<file path="src/rtl/bcd_up_counter_pkg.sv">
// Shared constants for the BCD up counter.
// Holds the state encoding and BCD digit limits.
package bcd_up_counter_pkg;

  localparam logic STOPPED = 1'b0;
  localparam logic RUNNING = 1'b1;

  localparam int BCD_W = 4;
  localparam logic [BCD_W-1:0] MAX_DIGIT = 4'd9;

  localparam int DEF_SYNC_STAGES = 2;

endpackage

</file>
<file path="src/rtl/bcd_up_counter_sync_edge_detect.sv">
// Synchronizer chain plus history flop.
// o_rise is a one-cycle pulse per synchronized rising edge.
module sync_edge_detect #(
  parameter int SYNC_STAGES = 2
) (
  input  logic i_clk,
  input  logic i_reset,
  input  logic i_async,
  output logic o_level,
  output logic o_rise
);

  logic [SYNC_STAGES-1:0] sync_q;
  logic                   hist_q;

  always_ff @(posedge i_clk) begin
    if (i_reset) begin
      sync_q <= '0;
      hist_q <= 1'b0;
    end else begin
      sync_q <= {sync_q[SYNC_STAGES-2:0], i_async};
      hist_q <= sync_q[SYNC_STAGES-1];
    end
  end

  assign o_level = sync_q[SYNC_STAGES-1];
  assign o_rise  = sync_q[SYNC_STAGES-1] & ~hist_q;

endmodule

</file>
<file path="src/rtl/bcd_up_counter.sv">
// BCD up counter driven by a divided clock level used as data.
// Run/stop toggles on button edges; clear forces the count to zero.
module bcd_up_counter
  import bcd_up_counter_pkg::*;
#(
  parameter int DIGITS      = 4,
  parameter int SYNC_STAGES = DEF_SYNC_STAGES
) (
  input  logic                      i_clk,
  input  logic                      i_reset,
  input  logic                      i_tick_clk,
  input  logic                      i_run_stop,
  input  logic                      i_clear,
  output logic [BCD_W*DIGITS-1:0]   o_bcd,
  output logic                      o_running,
  output logic                      o_tick,
  output logic                      o_wrap
);

  logic tick_rise;
  logic rs_rise;
  logic tick_lvl;
  logic rs_lvl;
  logic unused_lvl;

  logic                    state_q, state_d;
  logic [BCD_W*DIGITS-1:0] bcd_q, bcd_d;
  logic                    wrap_q, wrap_d;
  logic [DIGITS-1:0]       nine;
  logic                    inc;

  sync_edge_detect #(
    .SYNC_STAGES(SYNC_STAGES)
  ) u_tick_sync (
    .i_clk   (i_clk),
    .i_reset (i_reset),
    .i_async (i_tick_clk),
    .o_level (tick_lvl),
    .o_rise  (tick_rise)
  );

  sync_edge_detect #(
    .SYNC_STAGES(SYNC_STAGES)
  ) u_rs_sync (
    .i_clk   (i_clk),
    .i_reset (i_reset),
    .i_async (i_run_stop),
    .o_level (rs_lvl),
    .o_rise  (rs_rise)
  );

  assign unused_lvl = tick_lvl ^ rs_lvl;

  always_comb begin
    state_d = state_q;
    case (state_q)
      STOPPED: if (rs_rise) state_d = RUNNING;
      RUNNING: if (rs_rise) state_d = STOPPED;
      default: state_d = STOPPED;
    endcase
  end

  // The registered state decides whether a tick counts, so a
  // simultaneous toggle is governed by the pre-toggle state.
  assign inc = tick_rise & (state_q == RUNNING);

  for (genvar k = 0; k < DIGITS; k++) begin : g_digit
    logic [BCD_W-1:0] dig;
    logic             cin;

    assign dig     = bcd_q[k*BCD_W +: BCD_W];
    assign nine[k] = (dig == MAX_DIGIT);

    if (k == 0) begin : g_lsd
      assign cin = 1'b1;
    end else begin : g_upper
      assign cin = &nine[k-1:0];
    end

    assign bcd_d[k*BCD_W +: BCD_W] =
      i_clear      ? '0 :
      (inc & cin)  ? ((dig == MAX_DIGIT) ? '0 : dig + 4'd1) :
                     dig;
  end

  assign wrap_d = ~i_clear & inc & (&nine);

  always_ff @(posedge i_clk) begin
    if (i_reset) begin
      state_q <= STOPPED;
      bcd_q   <= '0;
      wrap_q  <= 1'b0;
    end else begin
      state_q <= state_d;
      bcd_q   <= bcd_d;
      wrap_q  <= wrap_d;
    end
  end

  assign o_bcd     = bcd_q;
  assign o_running = (state_q == RUNNING);
  assign o_tick    = tick_rise;
  assign o_wrap    = wrap_q;

endmodule

</file>
<file path="config.mk">
export PLATFORM = sky130hd
export DESIGN_NAME = bcd_up_counter
export DESIGN_NICKNAME = d
export VERILOG_FILES = /design/src/rtl/bcd_up_counter_pkg.sv /design/src/rtl/bcd_up_counter_sync_edge_detect.sv /design/src/rtl/bcd_up_counter.sv
export SDC_FILE = /design/constraint.sdc
export NUM_CORES = 1
export LEC_CHECK = 0
export BUFFER_PORTS_ARGS = -buffer_cell sky130_fd_sc_hd__buf_2
export CAP_MARGIN = 20
export CORE_UTILIZATION = 33
export CTS_BUF_LIST = sky130_fd_sc_hd__clkbuf_16
export DETAILED_ROUTE_END_ITERATION = 8
export PLACE_DENSITY_LB_ADDON = 0.15
export SYNTH_ARGS = -nofsm -noshare
export SYNTH_HDL_FRONTEND = slang
export SYNTH_SLANG_ARGS = --single-unit
export TNS_END_PERCENT = 100
</file>
<file path="constraint.sdc">
create_clock -name i_clk -period 1.58 [get_ports i_clk]
set_input_delay 0.079 -clock i_clk [delete_from_list [all_inputs] [get_ports i_clk]]
set_output_delay 0.079 -clock i_clk [all_outputs]
set_load 0.01 [all_outputs]
</file>
Yosys cells after proc, flatten, opt, wreduce, memory -nomap -nowiden
Cells that the tools add are included.
{"block": "op_classes", "addsub": 4, "multipliers": 0, "div_mod_pow": 0, "n_lt_le_gt_ge": 0, "eq_ne": 4, "n_shift": 0, "n_mux": 7, "n_bitwise": 12, "reduce_logical": 4}
{"operator": "adder 4 x 1 -> 4 bit, second input constant", "n": 4}
{"operator": "equality test 4 bit, second input constant", "n": 4}
{"operator": "2-to-1 mux 4 bit", "n": 4}
{"operator": "bitwise AND 1 bit", "n": 8}
{"operator": "NOT 1 bit", "n": 4}
{"operator": "AND reduction 4 bit", "n": 1}
{"operator": "AND reduction 3 bit", "n": 1}
{"operator": "2-to-1 mux 1 bit", "n": 2}
{"operator": "case mux 1 bit (2 select lines)", "n": 1}
{"operator": "AND reduction 2 bit", "n": 1}
{"operator": "OR reduction 2 bit", "n": 1}
{"block": "totals", "ff_bits": 24, "latch_bits": 0, "mem_bits_rw": 0, "mem_bits_ro": 0, "memories": 0}

Longest topological paths before layout
{"block": "logic_depth", "depth_word": 5, "ltp_mapped": 5, "depth_no_buf": 4}

Hierarchy
Synthesis repeated with hierarchy kept, for this count alone.
{"block": "unflattened", "cells_unflattened": 110, "hier_area_um2": 1039.7}
{"mod": "bcd_up_counter", "instances": 1, "cells_each": 96, "area_per_inst_um2": 864.6, "seq_area_each_um2": 360.3}
{"mod": "sync_edge_detect", "instances": 2, "cells_each": 7, "area_per_inst_um2": 87.6, "seq_area_each_um2": 60.1}

Worst setup path before layout
Ideal clock, no wire load.
{"block": "synth_path", "path_type": "register to register", "startpoint": "reg state_q, in the netlist o_running", "endpoint": "reg bcd_q[8], in the netlist o_bcd[8]", "t_arrival_ns": 1.447, "slack_ns": 0.063, "stages_incl_launch_ff": 6, "path_buffers": 1, "cell_sequence": "dfxtp_1 and4b_1 buf_4 nand3_4 or4_1 a21oi_1"}
{"block": "synth_via", "elab_chain_len": 2}
{"element": "from (decl)", "line": "bcd_up_counter.sv:26", "text": "logic state_q, state_d;"}
{"element": "from (signal assigned)", "line": "bcd_up_counter.sv:94", "text": "state_q <= state_d;"}
{"element": "bitwise AND 1 bit", "line": "bcd_up_counter.sv:65", "text": "assign inc = tick_rise & (state_q == RUNNING);"}
{"element": "bitwise AND 1 bit", "line": "bcd_up_counter.sv:82", "text": "(inc & cin) ? ((dig == MAX_DIGIT) ? '0 : dig + 4'd1) :"}
{"element": "to (signal assigned)", "line": "bcd_up_counter.sv:91", "text": "bcd_q <= '0;"}
{"element": "to (signal assigned)", "line": "bcd_up_counter.sv:95", "text": "bcd_q <= bcd_d;"}
{"element": "to (decl)", "line": "bcd_up_counter.sv:27", "text": "logic [BCD_W*DIGITS-1:0] bcd_q, bcd_d;"}
Every way passes these cells.
A chain may end at the register's enable or synchronous reset.

Final worst setup path
{"block": "layout_path", "startpoint": "reg u_tick_sync.hist_q", "endpoint": "reg bcd_q[8], in the netlist o_bcd[8]"}
{"block": "layout_via", "elab_chain_len": 4}
{"element": "from (decl)", "line": "bcd_up_counter_sync_edge_detect.sv:14", "text": "logic hist_q;"}
{"element": "from (signal assigned)", "line": "bcd_up_counter_sync_edge_detect.sv:22", "text": "hist_q <= sync_q[SYNC_STAGES-1];"}
{"element": "NOT 1 bit", "line": "bcd_up_counter_sync_edge_detect.sv:27", "text": "assign o_rise = sync_q[SYNC_STAGES-1] & ~hist_q;"}
{"element": "bitwise AND 1 bit", "line": "bcd_up_counter_sync_edge_detect.sv:27"}
{"element": "bitwise AND 1 bit", "line": "bcd_up_counter.sv:65"}
{"element": "bitwise AND 1 bit", "line": "bcd_up_counter.sv:82"}
Every way passes these cells.

==> flow_summary.ini <==
[run_status]
status = completed

[synthesis]
yosys_warnings = 0
synthSimpleGateAreaFrac_pct = 34.7
synth_top_area_cell = dfxtp_1
synth_top_family_by_area = simple AND/OR/NAND/NOR gates
ys_types = 33
synthCells = 115
synth_seq_cells = 24
synth_top_area_share_pct = 45.1
ys_seq_area_share_pct = 45.1
synthMuxAreaShare_pct = 2.00
synth_fa_ha_area_share_pct = 0
synth-xor-area-share_pct = 4.11
synth.cell_area_sq_um = 1060
syn_avg_cell_area_sq_um = 9.26
syn_nets = 120
synth_compound_area_share_pct = 11.6
synthTopCellsByArea = dfxtp_1 45%, nor2b_1 5.9%, a21oi_1 4.7%, nand2_1 3.9%, xor2_1 3.3%

[routing]
vias_per_cell = 4.78
routedWlPerCell_um = 11.7
num_vias = 960
wirelength_um = 2350
drc = 0
drt_iter0_drc = 20
antenna_left = 0
drtPass1Iterations = 4

[pwr]
p_leak_nw = 0.603
pwr-share-seq_pct = 44.8
power_density_nw_per_um2 = 928
combPwrFrac_pct = 2.5
swShare_pct = 17.7
ir_drop_v = 0.000651
internal_power_w = 0.00113
p_switching_w = 0.000243
p_clk_share_pct = 52.7

[setup_path]
critPathBufInv = 1
crit_path_start_kind = flop
path_cells = and4b_1, buf_6, nand3_4, or4_4, a21oi_2
crit_arrival_ns = 1.73
cp-end-kind = flop
crit_required_ns = 1.77
critPathKind = flop to flop
slowest_stage = or4_4
cp_top_family = simple AND/OR/NAND/NOR gates
max_stage_delay_ns = 0.49
critPathMaxFanout = 6

[cells_and_area]
drive_gt1_share_pct = 36.3
layout.cells.non_filler = 201
syn2layout_area_growth_pct = 39.1
final_cell_mix = 23 x buf_2, 21 x dfxtp_1, 17 x buf_4
antennaDiodeCount = 0
final_common_cell = buf_2
nets = 163
num-fill-cells = 316

[timing]
hold_viol = 0
fin_crit_sh_pct = 97.3
clock-skew-final_ns = 0.00112
hold_ws_ns = 0.0279
relSlewSlack_pct = 76.3
setup-violations-final = 0
rsz0062_at_grt = yes
max_slew.worst_pin.slew_ns = 0.356
clock.fmax_ghz = 0.651
finalCriticalPeriod_ns = 1.54
worst_slack_ns = 0.0430
drv_slew = 0
setup-tns-final_ns = 0

[grt]
antenna_found_initial = 0
grt_usage_pct = 14.7
grt_overflow = 0
grt_pass1_wl_um = 3800
grt_max_degree = 17
first_global_vias = 866

[floorplanning]
dieArea_sq_um = 3460
ios = 24
start_util_pct = 34.9
die_w_um = 58.8
core_area_sq_um = 3050
dieHeight_um = 58.8
num_rows = 20

[placed_design]
dp_slack_ns = -0.0129
detailed_place_hpwl_um = 1680
place_inst = 196
place.gp.congestion = 0.813
numPortBuffers = 23

[clocking]
clock_latency_ns = 0.26
cts_num_sinks = 24
htree_levels = 1
clkTransAtPathRegs_ns = 0.06
tritoncts = yes
numCtsBuffers = 3
clock-root-buffer = clkbuf_16
clk_path_buf_depth = 2

[hold_path]
hold_class = primary input to flop

[job]
cap_violations = 0
state kept, by name (all words and copies together), names as in the netlist:
name / cells
o_bcd: 16
u_rs_sync.sync_q: 2
u_tick_sync.sync_q: 2
o_running: 1
o_wrap: 1
u_rs_sync.hist_q: 1
u_tick_sync.hist_q: 1
layer usage:
layer | vias to the layer above | GRT usage (%) | wire length [um]
li1 | 490 | - | -
met1 | 451 | 18.8 | 1120
met2 | 17 | 24.2 | 1120
met3 | 2 | 3.30 | 89
met4 | 0 | 5.10 | 18
met5 | - | 0 | 0
logic make-up (layout without fill, tap and decap cells):
kind of cell,after synthesis,count (layout)
and+or+nand+nor,57,57
muxes,2,2
buffers and inverters,6,48
DFF,24,24
xor gates and xnor gates,5,5
AOI/OAI and AO/OA,21,21
stage by stage:
stage | total power [W] | instance area, sq um | utilization, %
2_1_floorplan | 0.000648 | 1060 | -
3_3_place_gp | 0.000664 | 1350 | 44.1
3_5_place_dp | 0.000665 | 1350 | 44.1
4_1_cts | 0.00139 | 1460 | 47.9
5_1_grt | 0.00143 | 1480 | 48.5
6_report | 0.00138 | 1480 | 48.5
power by group through the flow:
stage / combinational, W / sequential [W] / clock (W)
floorplan: 0.0000173 / 0.000631 / 0
global placement: 0.0000350 / 0.000629 / 0
detailed placement: 0.0000355 / 0.000629 / 0
CTS: 0.0000359 / 0.000616 / 0.000740
global route: 0.0000399 / 0.000616 / 0.000770
finish: 0.0000351 / 0.000616 / 0.000724
repair_timing:
item                                    in CTS  in global routing
resized for setup                            1                  7
pin swaps                                    1                  4
hold buffers                                 0                  0
buffers inserted                             1                  0
endpoints found under the setup margin       1                  5
area by class of cell:
| cell class | count | area (sq um) | share of cell area (%) |
|---|---|---|---|
| Multi-Input combinational cell | 85 | 572 | 38.6 |
| Sequential cell | 24 | 484 | 32.7 |
| Timing Repair Buffer | 41 | 254 | 17.1 |
| Clock buffer | 3 | 75.1 | 5.07 |
| Tap cell | 44 | 55.1 | 3.72 |
| Clock inverter | 1 | 30.0 | 2.03 |
| Inverter | 3 | 11.3 | 0.760 |
path summary, 6_finish.rpt:
kind	startpoint	endpoint	slack, ns	cells past startpoint
setup reg to reg	u_tick_sync.hist_q$_SDFF_PP0_	o_bcd[8]$_SDFFE_PP0P_	0.04	5
hold reg to reg	u_tick_sync.sync_q[0]$_SDFF_PP0_	u_tick_sync.sync_q[1]$_SDFF_PP0_	0.44	1
setup / recovery	u_tick_sync.hist_q$_SDFF_PP0_	o_bcd[8]$_SDFFE_PP0P_	0.04	5
hold / removal	i_run_stop	u_rs_sync.sync_q[0]$_SDFF_PP0_	0.03	2
synthesized netlist by cell type:
cell type / count
mux2_2: 1
o32ai_1: 2
dfxtp_1: 24
xnor2_1: 1
and2b_1: 1
or3_1: 3
and4bb_2: 1
nand2b_1: 4
nor4bb_1: 2
o21ai_0: 4
inv_1: 3
nor2b_1: 10
xor2_1: 4
nor3b_1: 1
nand4_4: 1
nor3b_4: 1
nand4b_1: 1
nor2_1: 9
o31ai_1: 2
mux2i_1: 1
buf_4: 1
nand4_1: 2
nand3_1: 2
clkbuf_1: 2
or2_2: 1
nand2_1: 11
o21a_1: 2
or4_1: 2
a21oi_1: 10
nor3_1: 2
nand3_4: 1
a31oi_1: 1
and4b_1: 2
worst reg2reg max path, stage by stage (launching register included):
cell and delay (ns):
dfxtp_2 0.32, and4b_1 0.29, buf_6 0.15, nand3_4 0.09, or4_4 0.49, a21oi_2 0.13
Note: power is estimated with default switching activity, not from simulation.
